--- src/rtl/barshift_pkg.sv ---
// Shared constants and assembly-state encoding for the barrel-shifter operand loader.
package barshift_pkg;

    localparam int DATA_W  = 128;
    localparam int BEAT_W  = 32;
    localparam int SHAMT_W = 7;
    localparam int BEATS   = DATA_W / BEAT_W;
    localparam int CNT_W   = (BEATS > 1) ? $clog2(BEATS) : 1;

    typedef enum logic [0:0] {
        FILL = 1'b0,
        FULL = 1'b1
    } loader_state_e;

endpackage

--- src/rtl/barshift_operand_loader_if.sv ---
// Beat stream in, operand/shift-amount out, plus the sticky framing error flag.
interface barshift_operand_loader_if;
    import barshift_pkg::*;

    logic               s_valid;
    logic               s_ready;
    logic [BEAT_W-1:0]  s_data;
    logic [SHAMT_W-1:0] s_shamt;
    logic               s_last;
    logic [DATA_W-1:0]  out0;
    logic [SHAMT_W-1:0] out1;
    logic               o_valid;
    logic               o_ready;
    logic               err;

    modport master (
        output s_valid, s_data, s_shamt, s_last, o_ready,
        input  s_ready, out0, out1, o_valid, err
    );

    modport slave (
        input  s_valid, s_data, s_shamt, s_last, o_ready,
        output s_ready, out0, out1, o_valid, err
    );

endinterface

--- src/rtl/barshift_out_reg.sv ---
// One-entry valid/ready holding register feeding the shifter's in0/in1.
module barshift_out_reg
    import barshift_pkg::*;
(
    input  logic               clk,
    input  logic               rst_n,
    input  logic               load,
    input  logic [DATA_W-1:0]  load_data,
    input  logic [SHAMT_W-1:0] load_shamt,
    input  logic               o_ready,
    output logic               slot_free,
    output logic               o_valid,
    output logic [DATA_W-1:0]  out0,
    output logic [SHAMT_W-1:0] out1
);

    logic               valid_q, valid_d;
    logic [DATA_W-1:0]  data_q, data_d;
    logic [SHAMT_W-1:0] shamt_q, shamt_d;

    // Free when empty or being drained on this edge; load is only ever raised when free.
    assign slot_free = !valid_q || o_ready;

    always_comb begin
        valid_d = valid_q;
        data_d  = data_q;
        shamt_d = shamt_q;
        if (load) begin
            valid_d = 1'b1;
            data_d  = load_data;
            shamt_d = load_shamt;
        end else if (o_ready) begin
            valid_d = 1'b0;
        end
    end

    always_ff @(posedge clk) begin
        if (!rst_n) begin
            valid_q <= 1'b0;
            data_q  <= '0;
            shamt_q <= '0;
        end else begin
            valid_q <= valid_d;
            data_q  <= data_d;
            shamt_q <= shamt_d;
        end
    end

    assign o_valid = valid_q;
    assign out0    = data_q;
    assign out1    = shamt_q;

endmodule

--- src/rtl/barshift_operand_loader.sv ---
// Assembles BEATS beats into one shifter operand with ping-pong buffering.
// Optional framing check on s_last: define BARSHIFT_LOADER_FRAMECHK_EN.
module barshift_operand_loader
    import barshift_pkg::*;
(
    input  logic clk,
    input  logic rst_n,
    barshift_operand_loader_if.slave bus
);

    loader_state_e      state_q, state_d;
    logic [CNT_W-1:0]   cnt_q, cnt_d;
    logic [DATA_W-1:0]  asm_q, asm_d;
    logic [SHAMT_W-1:0] shamt_q, shamt_d;

    logic               beat_fire;
    logic               last_beat;
    logic               frame_bad;
    logic               slot_free;
    logic               load;
    logic [DATA_W-1:0]  merged;
    logic [DATA_W-1:0]  load_data;
    logic [SHAMT_W-1:0] beat_shamt;
    logic [SHAMT_W-1:0] load_shamt;

    assign bus.s_ready = rst_n && (state_q == FILL);
    assign beat_fire   = bus.s_valid && bus.s_ready;
    assign last_beat   = (cnt_q == CNT_W'(BEATS - 1));
    assign beat_shamt  = (cnt_q == '0) ? bus.s_shamt : shamt_q;

    // Stored beats with the incoming beat dropped into its slot.
    genvar gi;
    generate
        for (gi = 0; gi < BEATS; gi++) begin : g_slice
            assign merged[gi*BEAT_W +: BEAT_W] =
                (cnt_q == CNT_W'(gi)) ? bus.s_data : asm_q[gi*BEAT_W +: BEAT_W];
        end
    endgenerate

`ifdef BARSHIFT_LOADER_FRAMECHK_EN
    logic err_q, err_d;

    assign frame_bad = beat_fire && (bus.s_last != last_beat);

    always_comb begin
        err_d = err_q || frame_bad;
    end

    always_ff @(posedge clk) begin
        if (!rst_n) begin
            err_q <= 1'b0;
        end else begin
            err_q <= err_d;
        end
    end

    assign bus.err = err_q;
`else
    logic unused_last;

    assign unused_last = bus.s_last;
    assign frame_bad   = 1'b0;
    assign bus.err     = 1'b0;
`endif

    always_comb begin
        state_d    = state_q;
        cnt_d      = cnt_q;
        asm_d      = asm_q;
        shamt_d    = shamt_q;
        load       = 1'b0;
        load_data  = merged;
        load_shamt = beat_shamt;
        case (state_q)
            FILL: begin
                if (beat_fire) begin
                    if (frame_bad) begin
                        cnt_d = '0;
                    end else begin
                        asm_d   = merged;
                        shamt_d = beat_shamt;
                        if (last_beat) begin
                            cnt_d = '0;
                            if (slot_free) begin
                                load = 1'b1;
                            end else begin
                                state_d = FULL;
                            end
                        end else begin
                            cnt_d = cnt_q + CNT_W'(1);
                        end
                    end
                end
            end
            FULL: begin
                // Held operand moves across as soon as the output slot frees up.
                load_data  = asm_q;
                load_shamt = shamt_q;
                if (slot_free) begin
                    load    = 1'b1;
                    state_d = FILL;
                end
            end
            default: begin
                state_d = FILL;
                cnt_d   = '0;
            end
        endcase
    end

    always_ff @(posedge clk) begin
        if (!rst_n) begin
            state_q <= FILL;
            cnt_q   <= '0;
            asm_q   <= '0;
            shamt_q <= '0;
        end else begin
            state_q <= state_d;
            cnt_q   <= cnt_d;
            asm_q   <= asm_d;
            shamt_q <= shamt_d;
        end
    end

    barshift_out_reg u_out_reg (
        .clk        (clk),
        .rst_n      (rst_n),
        .load       (load),
        .load_data  (load_data),
        .load_shamt (load_shamt),
        .o_ready    (bus.o_ready),
        .slot_free  (slot_free),
        .o_valid    (bus.o_valid),
        .out0       (bus.out0),
        .out1       (bus.out1)
    );

endmodule

--- src/flat_wrapper.sv ---
// flat-port wrapper written by rule: the top's interface ports become plain ports
module barshift_operand_loader_flat import barshift_pkg::*;
  (clk, rst_n, bus_s_valid, bus_s_data, bus_s_shamt, bus_s_last, bus_o_ready, bus_s_ready, bus_out0, bus_out1, bus_o_valid, bus_err);
  barshift_operand_loader_if bus_i ();
  input  logic clk;
  input  logic rst_n;
  input wire logic [$bits(bus_i.s_valid)-1:0] bus_s_valid;
  input wire logic [$bits(bus_i.s_data)-1:0] bus_s_data;
  input wire logic [$bits(bus_i.s_shamt)-1:0] bus_s_shamt;
  input wire logic [$bits(bus_i.s_last)-1:0] bus_s_last;
  input wire logic [$bits(bus_i.o_ready)-1:0] bus_o_ready;
  output wire logic [$bits(bus_i.s_ready)-1:0] bus_s_ready;
  output wire logic [$bits(bus_i.out0)-1:0] bus_out0;
  output wire logic [$bits(bus_i.out1)-1:0] bus_out1;
  output wire logic [$bits(bus_i.o_valid)-1:0] bus_o_valid;
  output wire logic [$bits(bus_i.err)-1:0] bus_err;
  assign bus_i.s_valid = bus_s_valid;
  assign bus_i.s_data = bus_s_data;
  assign bus_i.s_shamt = bus_s_shamt;
  assign bus_i.s_last = bus_s_last;
  assign bus_i.o_ready = bus_o_ready;
  assign bus_s_ready = bus_i.s_ready;
  assign bus_out0 = bus_i.out0;
  assign bus_out1 = bus_i.out1;
  assign bus_o_valid = bus_i.o_valid;
  assign bus_err = bus_i.err;
  barshift_operand_loader u_core (.clk(clk), .rst_n(rst_n), .bus(bus_i));
endmodule
--- config.mk ---
export PLATFORM = sky130hd
export DESIGN_NAME = barshift_operand_loader_flat
export DESIGN_NICKNAME = d
export VERILOG_FILES = /design/src/rtl/barshift_pkg.sv /design/src/rtl/barshift_operand_loader_if.sv /design/src/rtl/barshift_out_reg.sv /design/src/rtl/barshift_operand_loader.sv /design/src/flat_wrapper.sv
export SDC_FILE = /design/constraint.sdc
export NUM_CORES = 1
export LEC_CHECK = 0
export ABC_AREA = 1
export ABC_CLOCK_PERIOD_IN_PS = 2400
export CAP_MARGIN = 20
export CORE_ASPECT_RATIO = 0.75
export CORE_MARGIN = 5
export CORE_UTILIZATION = 35
export DETAILED_ROUTE_END_ITERATION = 10
export GPL_ROUTABILITY_DRIVEN = 0
export SETUP_SLACK_MARGIN = 0.3
export SYNTH_ARGS = -nofsm -noshare
export SYNTH_HDL_FRONTEND = slang
export SYNTH_HIERARCHICAL = 1
export SYNTH_SLANG_ARGS = --single-unit
--- constraint.sdc ---
create_clock -name clk -period 2.4 [get_ports clk]
set_input_delay 0.72 -clock clk [delete_from_list [all_inputs] [get_ports clk]]
set_output_delay 0.72 -clock clk [all_outputs]
set_load 0.05 [all_outputs]
==> insert_results.sql <==
INSERT INTO impl_metrics (metric_group, metric, value, unit) VALUES
('outcome', 'status', 'completed', ''),
('sta', 'fin_crit', '2.06', 'ns'),
('synthesis', 'synth-seq-cells', '274', ''),
('worst_setup_path', 'crit_type', 'reg2out', ''),
('sta', 'timing.final.crit_share', '85.9', '%'),
('route', 'wl_met2', '19.2', 'mm'),
('die', 'die_x', '233', 'µm'),
('sta', 'max_freq', '0.485', 'GHz'),
('cells_and_area', 'layout.cells.non_filler', '2719', ''),
('route', 'route.top_layer_used', 'met4', ''),
('sta', 'fin_hold_ws', '0.485', 'ns'),
('worst_setup_path', 'crit_arrival', '1.34', 'ns'),
('die', 'initial_core_util', '35.3', '%'),
('grt', 'grt_overflow_total', '0', ''),
('die', 'num_ports', '182', ''),
('die', 'core-area', '0.0369', 'mm²'),
('route', 'drt_first_iter_violations', '1192', ''),
('worst_setup_path', 'worstSetupStartpointType', 'flop', ''),
('sta', 'setup_repair_after_global_routing_missed_its_margin', 'false', ''),
('cells_and_area', 'multi_input_area', '0.00625', 'mm²'),
('synthesis', 'postSynthAreaPerCell', '6.28', 'µm²'),
('die', 'num_rows', '61', ''),
('sta', 'max_slew_violations', '0', ''),
('route', 'drt.antenna.violating_nets', '0', ''),
('cts', 'ctsRootBufferMaster', 'sky130_fd_sc_hd__clkbuf_16', ''),
('synthesis', 'synth_top_area_cell', 'sky130_fd_sc_hd__dfxtp_1', ''),
('route', 'drt_pre_antenna_iters', '6', ''),
('synthesis', 'synth.cell_area', '0.0130', 'mm²'),
('sta', 'timing.final.setup_violations', '0', ''),
('synthesis', 'post_synth_main_area_contributors', 'sky130_fd_sc_hd__dfxtp_1, sky130_fd_sc_hd__nand2_1, sky130_fd_sc_hd__o21ai_0', ''),
('worst_setup_path', 'worst_path_dominant_cell_family', 'flip-flops', ''),
('worst_setup_path', 'critPathCaptureType', 'output port', ''),
('synthesis', 'seq_area_frac_synth', '42.1', '%'),
('route', 'remaining_drc_errors', '0', ''),
('sta', 'endpoints_failing_hold', '0', ''),
('cts', 'postCtsSetupBuffers', '0', ''),
('grt', 'globalRouteTotalUtil', '20.7', '%'),
('sta', 'finalWorstSetupSlack', '0.339', 'ns'),
('worst_hold_path', 'hold_path.class', 'reg2reg', ''),
('synthesis', 'synth_largest_type_area_fraction', '42.1', '%'),
('placed_design', 'post-place-ws', '-0.0905', 'ns'),
('grt', 'grt_pass1_vias', '12331', ''),
('grt', 'grt_antenna_before_repair', '0', ''),
('worst_setup_path', 'crit_buf_inv', '3', ''),
('cts', 'clk_pin_slew_worst_paths', '0.06', 'ns'),
('cts', 'inserted_clock_buffers', '31', ''),
('sta', 'setup-tns-final', '0', 'ns'),
('sta', 'timing.max_slew.rel_slack', '38.3', '%'),
('cts', 'cts_sinks', '274', ''),
('cells_and_area', 'nets', '2239', ''),
('run', 'max_cap_violations', '0', ''),
('placed_design', 'hpwlAfterDp', '27.7', 'mm'),
('synthesis', 'syn-num-nets', '2124', ''),
('sta', 'fin_worst_skew', '0.0144', 'ns'),
('cts', 'htree_num_levels', '1', ''),
('route', 'routed-via-count', '13131', ''),
('die', 'floorplan.die.height', '177', 'µm'),
('grt', 'grt_pass1_wl', '68.2', 'mm'),
('cells_and_area', 'synthToLayoutAreaGrowth', '26.0', '%'),
('cells_and_area', 'final_util', '44.4', '%'),
('sta', 'max_slew.worst_pin.slew', '0.925', 'ns'),
('pwr', 'power_leakage', '7.82', 'nW'),
('route', 'vias_per_cell', '4.83', ''),
('synthesis', 'synth-warning-count', '6', ''),
('synthesis', 'synth_cells', '2075', ''),
('placed_design', 'dp_cells', '2661', ''),
('worst_setup_path', 'crit_path_cell_trace', 'inv_6 > nand2_4 > clkinvlp_4 > buf_12', ''),
('die', 'die-area', '0.0412', 'mm²'),
('cells_and_area', 'ff_latch_area', '0.00549', 'mm²'),
('pwr', 'power_density', '660', 'mW/mm²'),
('grt', 'grt_start_max_net_pins', '169', '');
Yosys cell counts:
master / n
sky130_fd_sc_hd__nand2_1: 817
sky130_fd_sc_hd__dfxtp_1: 274
sky130_fd_sc_hd__nor2_1: 273
sky130_fd_sc_hd__o21ai_0: 254
sky130_fd_sc_hd__inv_1: 141
sky130_fd_sc_hd__nand3_1: 136
sky130_fd_sc_hd__buf_2: 66
sky130_fd_sc_hd__clkbuf_1: 52
sky130_fd_sc_hd__o21ai_1: 16
sky130_fd_sc_hd__buf_6: 13
sky130_fd_sc_hd__buf_1: 7
sky130_fd_sc_hd__buf_4: 7
sky130_fd_sc_hd__clkbuf_2: 5
sky130_fd_sc_hd__ha_1: 5
sky130_fd_sc_hd__a21oi_1: 3
sky130_fd_sc_hd__conb_1: 1
sky130_fd_sc_hd__inv_2: 1
sky130_fd_sc_hd__inv_4: 1
sky130_fd_sc_hd__inv_6: 1
sky130_fd_sc_hd__nand3_2: 1
sky130_fd_sc_hd__nand4_1: 1
worst paths after layout:
path              cells after the start             start                         to  slack (ns)
setup / recovery                      4    u_core/state_q                bus_s_ready        0.34
hold / removal                        2  u_core/asm_q[47]           u_core/asm_q[47]        0.49
setup reg to reg                      8   u_core/cnt_q[1]  u_core/u_out_reg/out0[54]        0.54
hold reg to reg                       2  u_core/asm_q[47]           u_core/asm_q[47]        0.49
metrics by stage:
stage	cell area (µm²)	power, mW
3_3_place_gp	15200	5.98
6_report	16400	10.8
5_1_grt	16400	11.3
4_1_cts	16400	10.9
3_5_place_dp	15200	6.01
2_1_floorplan	13100	5.58
what timing repair did:
action	CTS	global route
endpoints found under the setup margin	88	1
hold buffers	0	0
resized for setup	264	1
pin swaps	0	1
hold endpoints to repair	0	0
logic make-up after synthesis:
logic type      count (synthesis)  share of synthesized area [%]
other cells                     1                         0.0288
fa+ha+maj                       5                          0.480
buf+inv                       294                           10.2
compound gates                273                           10.5
simple gates                 1228                           36.7
flops                         274                           42.1
where the power goes:
part | switching (mW) | total [mW] | internal (mW)
combinational | 0.776 | 1.14 | 0.360
clock | 2.04 | 4.91 | 2.88
sequential | 0.0959 | 4.78 | 4.68
cell type report:
cell class | count | share of cell area (%)
repair buffers | 232 | 14.7
clock inverters | 16 | 0.960
multi-input cells | 1507 | 38.1
inverters | 144 | 3.39
clock buffers | 42 | 5.53
well taps | 504 | 3.84
flip-flops and latches | 274 | 33.4
worst register-to-register path: cells and delay by family (launching register included):
| kind | cells | cell delay (ns) |
|---|---|---|
| adders and majority gates | 1 | 0.39 |
| DFF | 1 | 0.36 |
| AOI/OAI and AO/OA | 1 | 0.17 |
| and+or+nand+nor | 4 | 0.42 |
| buffers and inverters | 2 | 0.44 |
registers in the layout (all words and copies together) (netlist names):
register                  count
u_core/asm_q                128
u_core/u_out_reg/out0       128
u_core/shamt_q                7
u_core/u_out_reg/out1         7
u_core/cnt_q                  2
u_core/state_q                1
u_core/u_out_reg/o_valid      1
layer usage:
metal  global-route usage [%]  vias up
li1                         -     6651
met1                     28.4     6038
met2                     32.9      373
met3                     4.17       69
met4                     6.25        0
met5                        0        -
placed cells by master (no fill, tap or decap), types with 4 or more instances in the layout:
cell type / Yosys / routed
sky130_fd_sc_hd__clkinv_4: 0 / 4
sky130_fd_sc_hd__inv_6: 1 / 4
sky130_fd_sc_hd__clkdlybuf4s15_2: 0 / 88
sky130_fd_sc_hd__nand3_1: 136 / 136
sky130_fd_sc_hd__inv_1: 141 / 140
sky130_fd_sc_hd__dfxtp_1: 274 / 273
sky130_fd_sc_hd__buf_12: 0 / 19
sky130_fd_sc_hd__nor2_1: 273 / 273
sky130_fd_sc_hd__clkbuf_16: 0 / 32
sky130_fd_sc_hd__clkinv_2: 0 / 6
sky130_fd_sc_hd__o21ai_0: 254 / 254
sky130_fd_sc_hd__clkbuf_8: 0 / 8
sky130_fd_sc_hd__o21ai_1: 16 / 16
sky130_fd_sc_hd__clkdlybuf4s50_1: 0 / 41
sky130_fd_sc_hd__buf_4: 7 / 83
sky130_fd_sc_hd__nand2_1: 817 / 816
Note: power is estimated with default switching activity, not from simulation.
